## config.mk

```make
export PLATFORM = sky130hd
export DESIGN_NAME = npu_mac_sequencer
export DESIGN_NICKNAME = d
export VERILOG_FILES = /design/src/rtl/npu_mac_sequencer.sv
export SDC_FILE = /design/constraint.sdc
export NUM_CORES = 1
export LEC_CHECK = 0
export ABC_AREA = 1
export BUFFER_PORTS_ARGS = -buffer_cell sky130_fd_sc_hd__buf_2
export CORE_AREA = 2 2 74 48
export CTS_CLUSTER_DIAMETER = 100
export DETAILED_ROUTE_END_ITERATION = 8
export DIE_AREA = 0 0 76 50
export PLACE_DENSITY = 0.75
export REMOVE_ABC_BUFFERS = 1
export SETUP_SLACK_MARGIN = 0.05
export SLEW_MARGIN = 5
export SYNTH_ARGS = -nofsm -noshare
export SYNTH_HDL_FRONTEND = slang
export SYNTH_SLANG_ARGS = --single-unit
```

## constraint.sdc

```tcl
create_clock -name clk -period 2.2 [get_ports clk]
set_input_delay 0.66 -clock clk [delete_from_list [all_inputs] [get_ports clk]]
set_output_delay 0.66 -clock clk [all_outputs]
set_load 0.1 [all_outputs]
```

## src/rtl/npu_mac_sequencer.sv

```systemverilog
// Lockstep MAC-window sequencer for the NPU PE array: clear, K*K taps, pipeline drain, done.
// Optional busy-cycle counter enabled by defining NPU_SEQ_PERF_EN.
module npu_mac_sequencer #(
  parameter int N        = 10,
  parameter int K_SIZE   = 3,
  parameter int PIPE_LAT = 2,
  parameter int W_SEL_W  = $clog2(K_SIZE*K_SIZE),
  parameter int I_SEL_W  = $clog2(2*K_SIZE*K_SIZE)
) (
  input  logic               clk,
  input  logic               reset,
  input  logic               start,
  input  logic               bcast,
  input  logic               acc_mode,
  input  logic               abort,
  output logic               busy,
  output logic               done,
  output logic               aborted,
  output logic               buf_wr_block,
  output logic               pe_en,
  output logic               pe_reg_reset,
  output logic               pe_mode_sel,
  output logic [W_SEL_W-1:0] w_sel,
  output logic [I_SEL_W-1:0] in_sel,
  output logic [31:0]        perf_cycles
);

  localparam int TAPS = K_SIZE * K_SIZE;
  localparam int DR_W = (PIPE_LAT > 1) ? $clog2(PIPE_LAT) : 1;
  localparam logic [W_SEL_W-1:0] LAST_TAP   = W_SEL_W'(TAPS - 1);
  localparam logic [DR_W-1:0]    DRAIN_LOAD = (PIPE_LAT > 0) ? DR_W'(PIPE_LAT - 1) : {DR_W{1'b0}};
  localparam logic [I_SEL_W-1:0] DIRECT_OFS = I_SEL_W'(TAPS);

  if (N < 1) begin : g_n_invalid
    $error("npu_mac_sequencer: N must be at least 1");
  end

  typedef enum logic [2:0] {
    ST_IDLE  = 3'd0,
    ST_CLR   = 3'd1,
    ST_MAC   = 3'd2,
    ST_DRAIN = 3'd3,
    ST_DONE  = 3'd4
  } state_t;

  state_t              state_r, state_s;
  logic [W_SEL_W-1:0]  tap_r, tap_s;
  logic [DR_W-1:0]     drain_r, drain_s;
  logic                bcast_r, bcast_s;
  logic                mode_r, mode_s;

  logic                busy_r, busy_s;
  logic                done_r, done_s;
  logic                aborted_r, aborted_s;
  logic                pe_en_r, pe_en_s;
  logic                pe_reg_reset_r, pe_reg_reset_s;
  logic                pe_mode_sel_r, pe_mode_sel_s;
  logic [W_SEL_W-1:0]  w_sel_r, w_sel_s;
  logic [I_SEL_W-1:0]  in_sel_r, in_sel_s;

  // Next-state, counter and latch logic.
  always_comb begin
    state_s   = state_r;
    tap_s     = tap_r;
    drain_s   = drain_r;
    bcast_s   = bcast_r;
    mode_s    = mode_r;
    aborted_s = 1'b0;
    case (state_r)
      ST_IDLE: begin
        // a simultaneous abort suppresses the start without reporting a cancellation
        if (start && !abort) begin
          state_s = ST_CLR;
          bcast_s = bcast;
          mode_s  = acc_mode;
        end else begin
          state_s = ST_IDLE;
        end
      end
      ST_CLR: begin
        if (abort) begin
          state_s   = ST_IDLE;
          aborted_s = 1'b1;
          tap_s     = {W_SEL_W{1'b0}};
        end else begin
          state_s = ST_MAC;
          tap_s   = {W_SEL_W{1'b0}};
        end
      end
      ST_MAC: begin
        if (abort) begin
          state_s   = ST_IDLE;
          aborted_s = 1'b1;
          tap_s     = {W_SEL_W{1'b0}};
        end else if (tap_r == LAST_TAP) begin
          state_s = (PIPE_LAT > 0) ? ST_DRAIN : ST_DONE;
          drain_s = DRAIN_LOAD;
        end else begin
          tap_s = tap_r + W_SEL_W'(1);
        end
      end
      ST_DRAIN: begin
        if (abort) begin
          state_s   = ST_IDLE;
          aborted_s = 1'b1;
          tap_s     = {W_SEL_W{1'b0}};
          drain_s   = {DR_W{1'b0}};
        end else if (drain_r == {DR_W{1'b0}}) begin
          state_s = ST_DONE;
        end else begin
          drain_s = drain_r - DR_W'(1);
        end
      end
      ST_DONE: begin
        state_s = ST_IDLE;
        tap_s   = {W_SEL_W{1'b0}};
      end
      default: begin
        state_s = ST_IDLE;
        tap_s   = {W_SEL_W{1'b0}};
        drain_s = {DR_W{1'b0}};
      end
    endcase
  end

  // Output decode from the upcoming state so every output is a flop.
  always_comb begin
    busy_s         = (state_s != ST_IDLE);
    done_s         = 1'b0;
    pe_en_s        = 1'b0;
    pe_reg_reset_s = 1'b0;
    w_sel_s        = {W_SEL_W{1'b0}};
    in_sel_s       = {I_SEL_W{1'b0}};
    pe_mode_sel_s  = busy_s ? mode_s : 1'b0;
    case (state_s)
      ST_CLR: begin
        pe_reg_reset_s = 1'b1;
      end
      ST_MAC, ST_DRAIN: begin
        pe_en_s  = 1'b1;
        w_sel_s  = tap_s;
        in_sel_s = bcast_s ? I_SEL_W'(tap_s) : (I_SEL_W'(tap_s) + DIRECT_OFS);
      end
      ST_DONE: begin
        done_s = 1'b1;
      end
      default: begin
        done_s = 1'b0;
      end
    endcase
  end

  // State, counters, latched run options and registered outputs.
  always_ff @(posedge clk or posedge reset) begin
    if (reset) begin
      state_r        <= ST_IDLE;
      tap_r          <= {W_SEL_W{1'b0}};
      drain_r        <= {DR_W{1'b0}};
      bcast_r        <= 1'b0;
      mode_r         <= 1'b0;
      busy_r         <= 1'b0;
      done_r         <= 1'b0;
      aborted_r      <= 1'b0;
      pe_en_r        <= 1'b0;
      pe_reg_reset_r <= 1'b0;
      pe_mode_sel_r  <= 1'b0;
      w_sel_r        <= {W_SEL_W{1'b0}};
      in_sel_r       <= {I_SEL_W{1'b0}};
    end else begin
      state_r        <= state_s;
      tap_r          <= tap_s;
      drain_r        <= drain_s;
      bcast_r        <= bcast_s;
      mode_r         <= mode_s;
      busy_r         <= busy_s;
      done_r         <= done_s;
      aborted_r      <= aborted_s;
      pe_en_r        <= pe_en_s;
      pe_reg_reset_r <= pe_reg_reset_s;
      pe_mode_sel_r  <= pe_mode_sel_s;
      w_sel_r        <= w_sel_s;
      in_sel_r       <= in_sel_s;
    end
  end

  assign busy         = busy_r;
  assign buf_wr_block = busy_r;
  assign done         = done_r;
  assign aborted      = aborted_r;
  assign pe_en        = pe_en_r;
  assign pe_reg_reset = pe_reg_reset_r;
  assign pe_mode_sel  = pe_mode_sel_r;
  assign w_sel        = w_sel_r;
  assign in_sel       = in_sel_r;

`ifdef NPU_SEQ_PERF_EN
  logic [31:0] perf_r;

  // Saturating count of busy cycles, including cancelled runs.
  always_ff @(posedge clk or posedge reset) begin
    if (reset) begin
      perf_r <= 32'd0;
    end else if (busy_r && (perf_r != 32'hFFFF_FFFF)) begin
      perf_r <= perf_r + 32'd1;
    end else begin
      perf_r <= perf_r;
    end
  end

  assign perf_cycles = perf_r;
`else
  assign perf_cycles = 32'd0;
`endif

endmodule

```

# Word-level counts from Yosys, hierarchy flattened
# Cells that the tools add are included.
[classes]
add_sub_neg = 3
n_eq_ne = 11
muxes = 29
bitwise_logic = 1
n_reduce_logical = 8
[op_table]
columns = ["operator", "n"]
rows = [
  ["4-bit 2-to-1 mux", 4],
  ["1-bit 2-to-1 mux", 15],
  ["3-bit by 2-bit == test with 1-bit output (second input constant)", 4],
  ["3-bit 2-to-1 mux", 4],
  ["3-bit one-hot mux with 4 select lines", 1],
  ["4-bit one-hot mux with 3 select lines", 1],
  ["5-bit 2-to-1 mux", 2],
  ["3-bit by 1-bit == test with 1-bit output (second input constant)", 2],
  ["3-bit == test (second input constant)", 2],
  ["3-bit OR reduction", 2],
  ["4-bit by 4-bit adder with 5-bit output (second input constant)", 1],
  ["4-bit by 1-bit adder with 4-bit output (second input constant)", 1],
  ["4-bit == test (second input constant)", 1],
  ["2-bit inequality test (second input constant)", 2],
  ["3-bit logical NOT", 1],
  ["1-bit one-hot mux with 3 select lines", 1],
  ["3-bit AND reduction", 1],
  ["3-bit nonzero test", 1],
  ["2-bit 2-to-1 mux", 1],
  ["2-bit OR reduction", 1],
  ["1-bit logical AND", 1],
  ["1-bit logical NOT", 1],
  ["1-bit inverter", 1],
  ["1-bit subtractor (second input constant)", 1],
]
[totals]
register_bits = 25
inputBits = 6
output_inout_bits = 48
elab_cells = 65

# Depth between registers and ports, before layout
[depth]
depth_word = 7
ltp_mapped = 12
depth_no_buf = 12

# Least setup slack after synthesis
# No wires, ideal clock.
[synth_timing]
path_kind = "flip-flop to output port"
start = "register busy_r, in the netlist buf_wr_block"
end = "output busy"
t_arrival_ns = 1.324
slack_ns = 0.216
path_stages_with_launch = 2
path_cell_list = "dfrtp_1 buf_4"
[synth_lines]
columns = ["item", "line", "text"]
rows = [
  ["start, declared", "52", "logic busy_r, busy_s;"],
  ["start signal, assigned", "175", "busy_r <= busy_s;"],
  ["end, declared", "16", "output logic busy,"],
]
# No word-level cell between the ends.

# Final worst setup path
[layout_timing]
start = "register tap_r[0]"
end = "register in_sel_r[4], in the netlist in_sel[4]"
[layout_via]
elab_chain_len = 7
elab_cells_between_ends = 15
cone_classes = "2 x add/sub; 3 x eq/ne; 9 x mux; 1 x reduce/logical"
[layout_rtl]
columns = ["item", "line", "text"]
rows = [
  ["start, declared", "47", "logic [W_SEL_W-1:0] tap_r, tap_s;"],
  ["start signal, assigned", "157", "tap_r <= {W_SEL_W{1'b0}};"],
  ["start signal, assigned", "171", "tap_r <= tap_s;"],
  ["4-bit by 1-bit adder with 4-bit output or 4-bit == test (tied branches)", "99, 95", ""],
  ["4-bit 2-to-1 mux", "95", "end else if (tap_r == LAST_TAP) begin"],
  ["4-bit 2-to-1 mux", "91", "if (abort) begin"],
  ["4-bit one-hot mux with 3 select lines *", "69", "case (state_r)"],
  ["named net tap_s[0]", "47", ""],
  ["4-bit by 4-bit adder with 5-bit output *", "142", "in_sel_s = bcast_s ? I_SEL_W'(tap_s) : (I_SEL_W'(tap_s) + DIRECT_OFS);"],
  ["5-bit 2-to-1 mux *", "142", ""],
  ["5-bit 2-to-1 mux *", "135", "case (state_s)"],
  ["named net in_sel_s[4]", "59", "logic [I_SEL_W-1:0] in_sel_r, in_sel_s;"],
  ["end signal, assigned", "168", "in_sel_r <= {I_SEL_W{1'b0}};"],
  ["end signal, assigned", "182", "in_sel_r <= in_sel_s;"],
  ["end, declared", "59", ""],
]
# The timed path passes the listed nets; every way through them passes the cells marked *.
# A chain may end at the register's enable or synchronous reset.

==> flow_summary_export.csv <==
group,metric,value,unit
power,leakagePower,0.000853,uW
worst_setup_path,crit_path_end_kind,"register",
detailed_routing,via_per_inst,4.13,
finish,layout.cells.non_filler,231,
timing,hold_viol,0,
clock_network,cts_made_buffers,3,
grt,grt_usage,12.9,%
timing,fin_ws,398,ps
worst_setup_path,r2r_start,"tap_r[0]$_DFF_PP0_",
grt,grt_start_max_net_pins,26,
detailed_routing,drtPass1Iterations,4,
worst_setup_path,cpMostUsedCell,"nand2_1",
grt,grt_pass1_wl,3820,um
flow_run,cap_violations,0,
timing,fin_crit_sh,81.9,%
detailed_routing,drt.antenna.violating_nets,0,
synthesis,synth.area.top_cells,"dfrtp_1 (44%), buf_4 (17%), nand2_1 (7.7%), nor2_1 (4.0%), inv_1 (2.9%)",
worst_setup_path,cp_max_fo,4,
detailed_routing,wl,2340,um
clock_network,postCtsHoldBufs,0,
floorplanning,top_level_ports,54,
placed_design,pre_cts_slack,331,ps
placed_design,dp_cells,227,
synthesis,netlist_instances,163,
worst_setup_path,crit_arrival,1990,ps
finish,postLayoutCoreUtil,48.2,%
timing,setup_violations,0,
worst_setup_path,startpoint_type,"register",
finish,layout_commonest_cell,"conb_1",
worst_setup_path,slowest_delay,420,ps
worst_setup_path,crit_cells,11,
clock_network,cts_tree,"yes",
detailed_routing,detail_route.iter0.violations,60,
clock_network,root_buffer,"clkbuf_8",
clock_network,h-tree-depth,1,
detailed_routing,drc,0,
worst_setup_path,path_buf_inv,1,
clock_network,cts_resized,0,
worst_setup_path,rr_worst_depth,11,
detailed_routing,wire_per_inst,10.1,um
synthesis,netlist.area_leader.share,44.2,%
clock_network,clk_pin_slew,90,ps
clock_network,postCtsSetupRepairBufs,0,
floorplanning,start_util,45.6,%
placed_design,gp_congestion,0.843,
finish,syn_to_final_growth,5.57,%
timing,max_freq,555,MHz
finish,finalNetCount,196,
min_path,hp-class,"primary input to async pin",
timing,rsz0062_at_grt,"false",
power,peakVddDrop,0.521,mV
worst_setup_path,cp_top_family,"simple AND/OR/NAND/NOR gates",
synthesis,yosys_register_bits,25,
clock_network,cts_sinks,25,
grt,antenna_found_initial,0,
floorplanning,coreArea,0.00310,mm2
timing,clock_skew,2.35,ps
synthesis,yosys_warnings,0,
clock_network,cts_max_path_buffers,2,
synthesis,ys_types,26,
finish,most-common-layout-cells,"conb_1 (32), nand2_1 (29), dfrtp_1 (25)",
synthesis,yosysTopAreaCell,"dfrtp_1",
worst_setup_path,worstPathRequired,2390,ps
worst_setup_path,path_cells,"inv_1 > ha_1 > nand2_1 > nor2_1 > nand2_1 > nand2_1 > nand3_2 > nand2_1 > ha_1 > nand3_1 > o21ai_0",
synthesis,netlist_area,0.00142,mm2
grt,grt_overflow_total,0,
worst_setup_path,reg2reg_slack,400,ps
floorplanning,dieArea,0.00380,mm2
worst_setup_path,worst-setup-path-type,"register to register",
finish,antenna_cells,0,
power,power_density,1000,mW/mm2
floorplanning,die_height,50,um
timing,slew_viol_final,0,
placed_design,io_buffers,21,
timing,min_period,1800,ps
floorplanning,die_w,76,um
worst_setup_path,crit_slowest_cell,"dfrtp_1",
floorplanning,rows,16,
timing,finalSetupTns,0,ps
clock_network,clock_latency,270,ps
grt,grt_pass1_vias,792,
run_status,status,"finished clean",
synthesis,synth-seq-area-share,44.2,%
synthesis,avgSynthCellArea,8.69,um2
detailed_routing,num_vias,955,
worst_setup_path,reg2reg_to,"in_sel[4]$_DFF_PP0_",
placed_design,hpwl,1790,um
finish,drive_above_1_share,24.2,%
registers in the layout, summed over array words and instances, names as in the netlist, 3 cells and up:
name	cells
in_sel	5
tap_r	4
w_sel	4
state_r	3
cells by family (layout without fill, tap and decap cells):
| group | Yosys count | count (layout) | share of synthesized area [%] |
|---|---|---|---|
| compound gates | 13 | 13 | 5.65 |
| xor+xnor | 1 | 1 | 0.618 |
| fa+ha+maj | 3 | 3 | 2.65 |
| buf+inv | 51 | 43 | 22.3 |
| flops | 25 | 25 | 44.2 |
| other cells | 1 | 32 | 0.265 |
| simple gates | 69 | 69 | 24.3 |
report_power, final:
group,internal (uW),total [uW],switching (uW)
logic,95.2,678,583
registers,509,546,36.9
clock network,127,274,147
synthesized netlist by cell type:
library cell  count
inv_2             5
nor4_1            2
nand3_2           2
buf_4            33
inv_1            11
o21ai_4           1
ha_1              3
buf_2             1
nand3_1           7
nor2_2            4
conb_1            1
nand2_4           2
nand2_1          29
nor3_1            1
o21ai_2           1
dfrtp_1          25
a21oi_1           7
xor2_1            1
nor2_1           15
nand4_1           2
o21ai_1           1
o21ai_0           3
nand3b_1          1
nand2_2           3
clkinv_1          1
nor2_8            1
through the flow:
stage | hold WS (ps) | instance area [um2] | power, uW
after floorplan | 438 | 1280 | 1150
after global placement | 457 | 1450 | 1230
after detailed placement | 461 | 1450 | 1230
after CTS | 435 | 1500 | 1500
after global routing | 461 | 1500 | 1570
final | 421 | 1500 | 1500
worst max-delay path by stage:
| stage | start | slack [ps] | end |
|---|---|---|---|
| 3_5_place_dp | abort | 330 | in_sel[3]$_DFF_PP0_ |
| 2_1_floorplan | buf_wr_block$_DFF_PP0_ | 60 | buf_wr_block |
| 6_report | tap_r[0]$_DFF_PP0_ | 400 | in_sel[4]$_DFF_PP0_ |
| 4_1_cts | tap_r[0]$_DFF_PP0_ | 410 | in_sel[4]$_DFF_PP0_ |
| 5_1_grt | tap_r[0]$_DFF_PP0_ | 120 | in_sel[4]$_DFF_PP0_ |
| 3_3_place_gp | abort | 360 | in_sel[3]$_DFF_PP0_ |
tightest hold or removal path, stage by stage:
cell	delay (ps)
buf_2	90
inv_1	40
buf_4	300
final cells by class:
class / instances / area (um2)
fill: 323 / 1610
sequential: 25 / 626
multi-input combinational: 118 / 591
timing repair buffer: 22 / 113
inverter: 17 / 63.8
tap: 45 / 56.3
clock buffer: 3 / 41.3
clock inverter: 1 / 5.00
routing by layer:
layer  routed length, um  track usage, %
met5                   0               0
met4                   0            1.82
met3                 197            4.76
met1                1260            20.8
met2                 889            15.9
(Power assumes the default switching activity.)
